File: src/rtl/fifo_wr_arbiter.sv
// Round-robin burst-locking write arbiter in front of a single FIFO write port.
// Optional FIFO_ARB_STALL_CNT_EN adds a saturating stall_cnt output.
module fifo_wr_arbiter #(
  parameter int WIDTH     = 8,
  parameter int NREQ      = 4,
  parameter int MAX_BURST = 4
) (
  input  logic                    clk,
  input  logic                    rst_n,
  input  logic [NREQ-1:0]         req,
  input  logic [NREQ*WIDTH-1:0]   din,
  output logic [NREQ-1:0]         gnt,
  input  logic                    fifo_full,
  output logic                    fifo_wr_en,
  output logic [WIDTH-1:0]        fifo_din,
  output logic                    busy,
  output logic [$clog2(NREQ)-1:0] owner
`ifdef FIFO_ARB_STALL_CNT_EN
  ,
  output logic [15:0]             stall_cnt
`endif
);

  localparam int IW = $clog2(NREQ);
  localparam int CW = $clog2(MAX_BURST + 1);

  typedef enum logic {
    IDLE,
    BURST
  } state_t;

  state_t        state_q, state_d;
  logic [IW-1:0] owner_q, owner_d;
  logic [IW-1:0] rr_q, rr_d;
  logic [CW-1:0] cnt_q, cnt_d;

  logic          found;
  logic [IW-1:0] pick;
  logic [IW:0]   k;
  logic          own_req;
  logic          accept;
  logic          last;

  // First requester at or above rr_q, wrapping explicitly at NREQ-1.
  always_comb begin
    found = 1'b0;
    pick  = '0;
    k     = '0;
    for (int i = 0; i < NREQ; i++) begin
      k = {1'b0, rr_q} + (IW+1)'(i);
      if (k >= (IW+1)'(NREQ)) k = k - (IW+1)'(NREQ);
      if (!found && req[k[IW-1:0]]) begin
        found = 1'b1;
        pick  = k[IW-1:0];
      end
    end
  end

  assign own_req    = req[owner_q];
  assign busy       = (state_q == BURST);
  assign accept     = busy && own_req && !fifo_full;
  assign last       = (cnt_q == CW'(MAX_BURST - 1));
  assign fifo_wr_en = accept;
  assign gnt        = accept ? (NREQ'(1) << owner_q) : '0;
  assign fifo_din   = din[owner_q*WIDTH +: WIDTH];
  assign owner      = owner_q;

  always_comb begin
    state_d = state_q;
    owner_d = owner_q;
    rr_d    = rr_q;
    cnt_d   = cnt_q;
    unique case (state_q)
      IDLE: begin
        if (found) begin
          state_d = BURST;
          owner_d = pick;
          cnt_d   = '0;
        end
      end
      BURST: begin
        if (accept) cnt_d = cnt_q + CW'(1);
        if ((accept && last) || !own_req) begin
          state_d = IDLE;
          cnt_d   = '0;
          rr_d    = (owner_q == IW'(NREQ - 1)) ? '0 : owner_q + IW'(1);
        end
      end
      default: state_d = IDLE;
    endcase
  end

  always_ff @(posedge clk or negedge rst_n) begin
    if (!rst_n) begin
      state_q <= IDLE;
      owner_q <= '0;
      rr_q    <= '0;
      cnt_q   <= '0;
    end else begin
      state_q <= state_d;
      owner_q <= owner_d;
      rr_q    <= rr_d;
      cnt_q   <= cnt_d;
    end
  end

`ifdef FIFO_ARB_STALL_CNT_EN
  always_ff @(posedge clk or negedge rst_n) begin
    if (!rst_n) begin
      stall_cnt <= '0;
    end else if (busy && own_req && fifo_full
                 && stall_cnt != 16'hFFFF) begin
      stall_cnt <= stall_cnt + 16'd1;
    end
  end
`endif

endmodule
File: config.mk
export PLATFORM = sky130hd
export DESIGN_NAME = fifo_wr_arbiter
export DESIGN_NICKNAME = d
export VERILOG_FILES = /design/src/rtl/fifo_wr_arbiter.sv
export SDC_FILE = /design/constraint.sdc
export NUM_CORES = 1
export LEC_CHECK = 0
export BUFFER_PORTS_ARGS = -buffer_cell sky130_fd_sc_hd__buf_2
export CORE_MARGIN = 10
export CORE_UTILIZATION = 36
export CTS_BUF_LIST = sky130_fd_sc_hd__clkbuf_8 sky130_fd_sc_hd__clkbuf_16
export DETAILED_ROUTE_END_ITERATION = 8
export GPL_ROUTABILITY_DRIVEN = 0
export GPL_TIMING_DRIVEN = 0
export PLACE_DENSITY = 0.75
export SLEW_MARGIN = 20
export SYNTH_ARGS = -nofsm -noshare
export SYNTH_HDL_FRONTEND = slang
export SYNTH_SLANG_ARGS = --single-unit
export TNS_END_PERCENT = 100
File: constraint.sdc
create_clock -name clk -period 1.5 [get_ports clk]
set_clock_uncertainty 0.15 [all_clocks]
set_input_delay 0.3 -clock clk [delete_from_list [all_inputs] [get_ports clk]]
set_output_delay 0.3 -clock clk [all_outputs]
set_load 0.01 [all_outputs]
Yosys cells after proc, flatten, opt, wreduce, memory -nomap -nowiden
Cells that the tools add are included.
{ "word_totals": {"regBits": 8, "input_bits": 39, "output_inout_bits": 16, "word_cells": 75} }
{ "op_classes": {"n_addsub": 9, "order_cmp": 9, "n_eq_ne": 4, "shifts": 2, "muxes": 31, "bitwise": 1, "n_reduce_logical": 15} }
{ "ops": {"columns": ["operator", "count"], "rows": [
  ["32-bit by 6-bit indexed part select with 8-bit output", 1],
  ["2-bit 2-to-1 mux", 9],
  ["2-bit by 3-bit less-than comparator with 1-bit output (second input constant)", 5],
  ["1-bit 2-to-1 mux", 11],
  ["1-bit binary-select mux with 2-bit select", 5],
  ["3-bit greater-or-equal comparator (second input constant)", 3],
  ["3-bit 2-to-1 mux", 3],
  ["2-bit by 1-bit subtractor with 2-bit output (second input constant)", 4],
  ["2-bit by 2-bit adder with 3-bit output (second input constant)", 2],
  ["1-bit logical AND", 6],
  ["3-bit case mux with 2 select lines", 1],
  ["2-bit AND reduction", 3],
  ["1-bit logical NOT", 5],
  ["4-bit 2-to-1 mux", 1],
  ["1-bit by 2-bit left shift with 4-bit output (first input constant)", 1],
  ["2-bit by 1-bit adder with 3-bit output (second input constant)", 1],
  ["3-bit by 1-bit adder with 3-bit output (second input constant)", 1],
  ["3-bit by 2-bit == test with 1-bit output (second input constant)", 1],
  ["2-bit by 3-bit greater-or-equal comparator with 1-bit output (second input constant)", 1],
  ["3-bit by 1-bit inequality test with 1-bit output (second input constant)", 1],
  ["2-bit by 1-bit adder with 2-bit output (second input constant)", 1],
  ["2-bit == test (second input constant)", 1],
  ["2-bit inequality test (second input constant)", 1],
  ["1-bit case mux with 2 select lines", 1],
  ["2 further kinds", 2]
]} }

Depth between registers and ports, before layout
{ "depth": {"depth_word": 16, "mapped_depth": 6, "ltp_nobuf": 6} }

Worst setup path after synthesis
No wires, ideal clock.
{ "synth_path": {"path_type": "register to output", "from": "reg owner_q[0], in the netlist owner[0]", "to": "out gnt[0]", "arrival_time_ns": 1.366, "t_required_ns": 1.050, "slack_ns": -0.316, "path_stages_with_launch": 5, "n_path_buf": 0, "cell_sequence": "dfrtp_1 mux4_2 nand2_1 nor2_1 and2_1"} }
{ "synth_between": {"elab_chain_len": 5, "word_cells_on_any_way": 6, "classes_between": "shift (1); mux (3); reduce/logical (2)"} }
{ "synth_rtl": {"columns": ["element", "line", "source"], "rows": [
  ["start, declared", "33", "logic [IW-1:0] owner_q, owner_d;"],
  ["start signal, assigned", "101", "owner_q <= owner_d;"],
  ["1-bit binary-select mux with 2-bit select", "59", "assign own_req = req[owner_q];"],
  ["1-bit 2-to-1 mux (not written as such)", "59", null],
  ["1-bit logical AND (2 in a row)", "61", "assign accept = busy && own_req && !fifo_full;"],
  ["via fifo_wr_en", "14", "output logic fifo_wr_en,"],
  ["4-bit 2-to-1 mux", "64", "assign gnt = accept ? (NREQ'(1) << owner_q) : '0;"],
  ["end, declared", "12", "output logic [NREQ-1:0] gnt,"]
]} }
The timed path passes the listed nets, and every way through them passes these cells. The select of a mux whose other input is x is not followed.

Final worst setup path
{ "layout_path": {"from": "reg owner_q[0], in the netlist owner[0]", "to": "out gnt[0]"} }
{ "layout_between": {"elab_chain_len": 5, "word_cells_on_any_way": 6, "classes_between": "shift (1); mux (3); reduce/logical (2)"} }
{ "layout_rtl": {"columns": ["element", "line"], "rows": [
  ["1-bit binary-select mux with 2-bit select", "59"],
  ["1-bit 2-to-1 mux (not written as such)", "59"],
  ["1-bit logical AND (2 in a row)", "61"],
  ["4-bit 2-to-1 mux *", "64"]
]} }
Every way passes the cells marked *; elsewhere a longest branch is shown, timed or not. The select of a mux whose other input is x is not followed.

==> flow_summary.ini <==
[synthesis]
syn_avg_cell_area_um2 = 10.86
synth_warnings = 0
ys_seq_elements = 8
ys_seq_area_frac = 0.2597
syn-cell-area_um2 = 770.7
synth_cell_types = 22
syn_nets = 116
netlist_instances = 71

[floorplanning]
fp.dieW_um = 66.27
die_h_um = 66.27
dieArea_um2 = 4392
row_count = 16
initial_utilization = 0.3850
ios = 55
core-area_um2 = 2002

[routing]
wirelength_um = 2590
wire_per_inst_um = 15.89
drtPass1Iterations = 4
drtIter0Drc = 29
vias = 825
viasPerCell = 5.061
drcViolationCount = 0
ant_nets = 0

[clock_tree]
cts_tree = done
clock-sinks = 8
clk_latency_ns = 0.23
clock_path_buffers = 2
numCtsBuffers = 3
htreeDepth = 1
cts_root_buf = clkbuf_8
clk_pin_slew_ns = 0.04

[finish]
antenna_cells = 0
final_area_um2 = 1285
seq_area_um2 = 201.4
fillers = 179
syn_to_final_growth_pct = 66.72
drive_above_1_share = 0.6471
final_net_count = 182
multiInputGateArea_um2 = 558.0

[grt]
first_global_vias = 890
grt_pass1_wl_um = 4319
grt_max_degree = 11
antenna_found_initial = 0
grt_overflow = 0
grt_util_all_layers = 0.1249

[placement]
placed_area_um2 = 1096
hpwl_um = 2176
placement.io_buffers = 54

[timing]
hold_ws_ns = 0.2661
relSlewSlack = 0.6258
fin_setup_tns_ns = -7.454
fin_ws_ns = -0.5080
rsz0062_at_grt = yes
hold_violations = 0
min_period_ns = 2.008
drv_slew = 0
setup_violations = 20
worstMarginPinSlew_ns = 0.5562
fin_crit_sh = 1.339
fmaxAchievable_ghz = 0.4980

[setup_path]
cp_max_fo = 5
cp.required_ns = 1.05
setup.worst_path.end_class = output port
reg2reg_depth = 5
path_class = reg -> out
worstPathArrival_ns = 1.56
crit_path_start_kind = register

[min_path]
hold_depth = 3
hp-class = in -> reg

[run_status]
run_status = finished with violations
violations = setup timing

[power_and_ir_drop]
vdd_drop_max_uv = 1106
power.density_nw_per_um2 = 1761
cellLeakagePower_nw = 0.6468

[flow_run]
max-cap-violations = 0
## cell type report
| type | count | area share |
|---|---|---|
| well taps | 27 | 0.02629 |
| clock buffers | 3 | 0.03213 |
| inverters | 7 | 0.02045 |
| multi-input cells | 54 | 0.4343 |
| clock inverters | 1 | 0.002921 |
| plain buffers | 2 | 0.01753 |
| repair buffers | 61 | 0.3096 |
| flip-flops and latches | 8 | 0.1568 |
## report_power, final
group | leakage, nW | switching [mW] | internal [mW]
logic | 0.520 | 0.663 | 0.901
clock network | 0.0269 | 0.0942 | 0.178
registers | 0.0998 | 0.115 | 0.312
## layer usage
layer  global-route usage  up-vias  share of wire
met5                    0        -              0
met4              0.04712        0          0.013
met3              0.05593        5           0.14
met2               0.2261       45           0.50
met1               0.1209      384           0.35
li1                     -      391              -
## through the flow
| step | power, mW | util | cells | worst slack (ns) |
|---|---|---|---|---|
| floorplan | 1.260 | - | 71 | -0.2087 |
| global placement | 1.611 | 0.5475 | 152 | -0.3653 |
| detailed placement | 1.647 | 0.5475 | 152 | -0.3956 |
| CTS | 2.259 | 0.6356 | 162 | -0.5140 |
| global route | 2.446 | 0.6419 | 163 | -0.5597 |
| finish | 2.263 | 0.6419 | 163 | -0.5080 |
## timing repair
item	CTS	global route
pin swaps	1	0
resized for setup	15	5
hold buffers	1	0
setup buffers	4	2
cloned	1	0
endpoints found under the setup margin	19	20
endpoints found under the hold margin	8	0
## cell usage after synthesis
cell type  number  area (um^2)
mux4_2          9        202.7
dfrtp_1         8        200.2
inv_1           7        26.28
ha_1            6        75.07
nor2_1          6        22.52
and2_1          5        31.28
o21ai_0         5        25.02
mux2_4          3        45.04
nand2_1         3        11.26
nand3_1         3        15.01
a21oi_1         2        10.01
buf_2           2        10.01
mux2i_1         2        20.02
nand2b_1        2        12.51
a21boi_0        1        7.510
a22oi_1         1        7.510
mux2_2          1        11.26
nand2_2         1        6.260
nand3_2         1        10.01
nor4_1          1        6.260
o221ai_1        1        8.760
o22ai_1         1        6.260
## registers in the layout, indices dropped and copies added, names as in the netlist
register  count
owner         2
busy          1
cnt_q         3
rr_q          2
## critical path, stage by stage, from the launching register on
cell	delay [ns]
dfrtp_2	0.38
mux4_2	0.54
nand2_2	0.11
nor2_4	0.05
and2_4	0.13
buf_6	0.11
## worst paths after layout
check                               from  slack [ns]        to
worst max-delay path            owner[0]       -0.51    gnt[0]
worst min-delay path              req[3]        0.27      busy
worst max register to register  owner[0]       -0.33  cnt_q[1]
worst min register to register  cnt_q[2]        0.37  cnt_q[2]
max in group asynchronous          rst_n        0.72  owner[0]
min in group asynchronous          rst_n        0.29   rr_q[1]
## placed cells by master (no fill, tap or decap)
cell type	netlist	layout
buf_2	2	43
buf_6	0	12
mux4_2	9	9
inv_1	7	8
dfrtp_1	8	7
ha_1	6	6
nor2_1	6	5
buf_4	0	5
and2_4	0	4
o21ai_0	5	4
nand3_1	3	3
mux2_4	3	3
clkbuf_8	0	3
nand2_2	1	2
nand2b_1	2	2
mux2i_1	2	2
nand2_1	3	2
a21oi_1	2	2
buf_8	0	1
clkbuf_4	0	1
nor2_4	0	1
nor4_1	1	1
nand3_2	1	1
a22oi_1	1	1
o221ai_1	1	1
a21boi_2	0	1
mux2_2	1	1
o21ai_1	0	1
and2_1	5	1
o22ai_1	1	1
dlygate4sd3_1	0	1
dfrtp_2	0	1
## cells by family after synthesis
group	Yosys count	share of synthesized area
AND/OR/NAND/NOR	22	0.1494
AO/OA/AOI/OAI	11	0.08443
multiplexers	15	0.3620
adder cells (fa/ha/maj)	6	0.09740
flip-flops	8	0.2597
buffers and inverters	9	0.04708
Power figures use the tool's default switching activity.
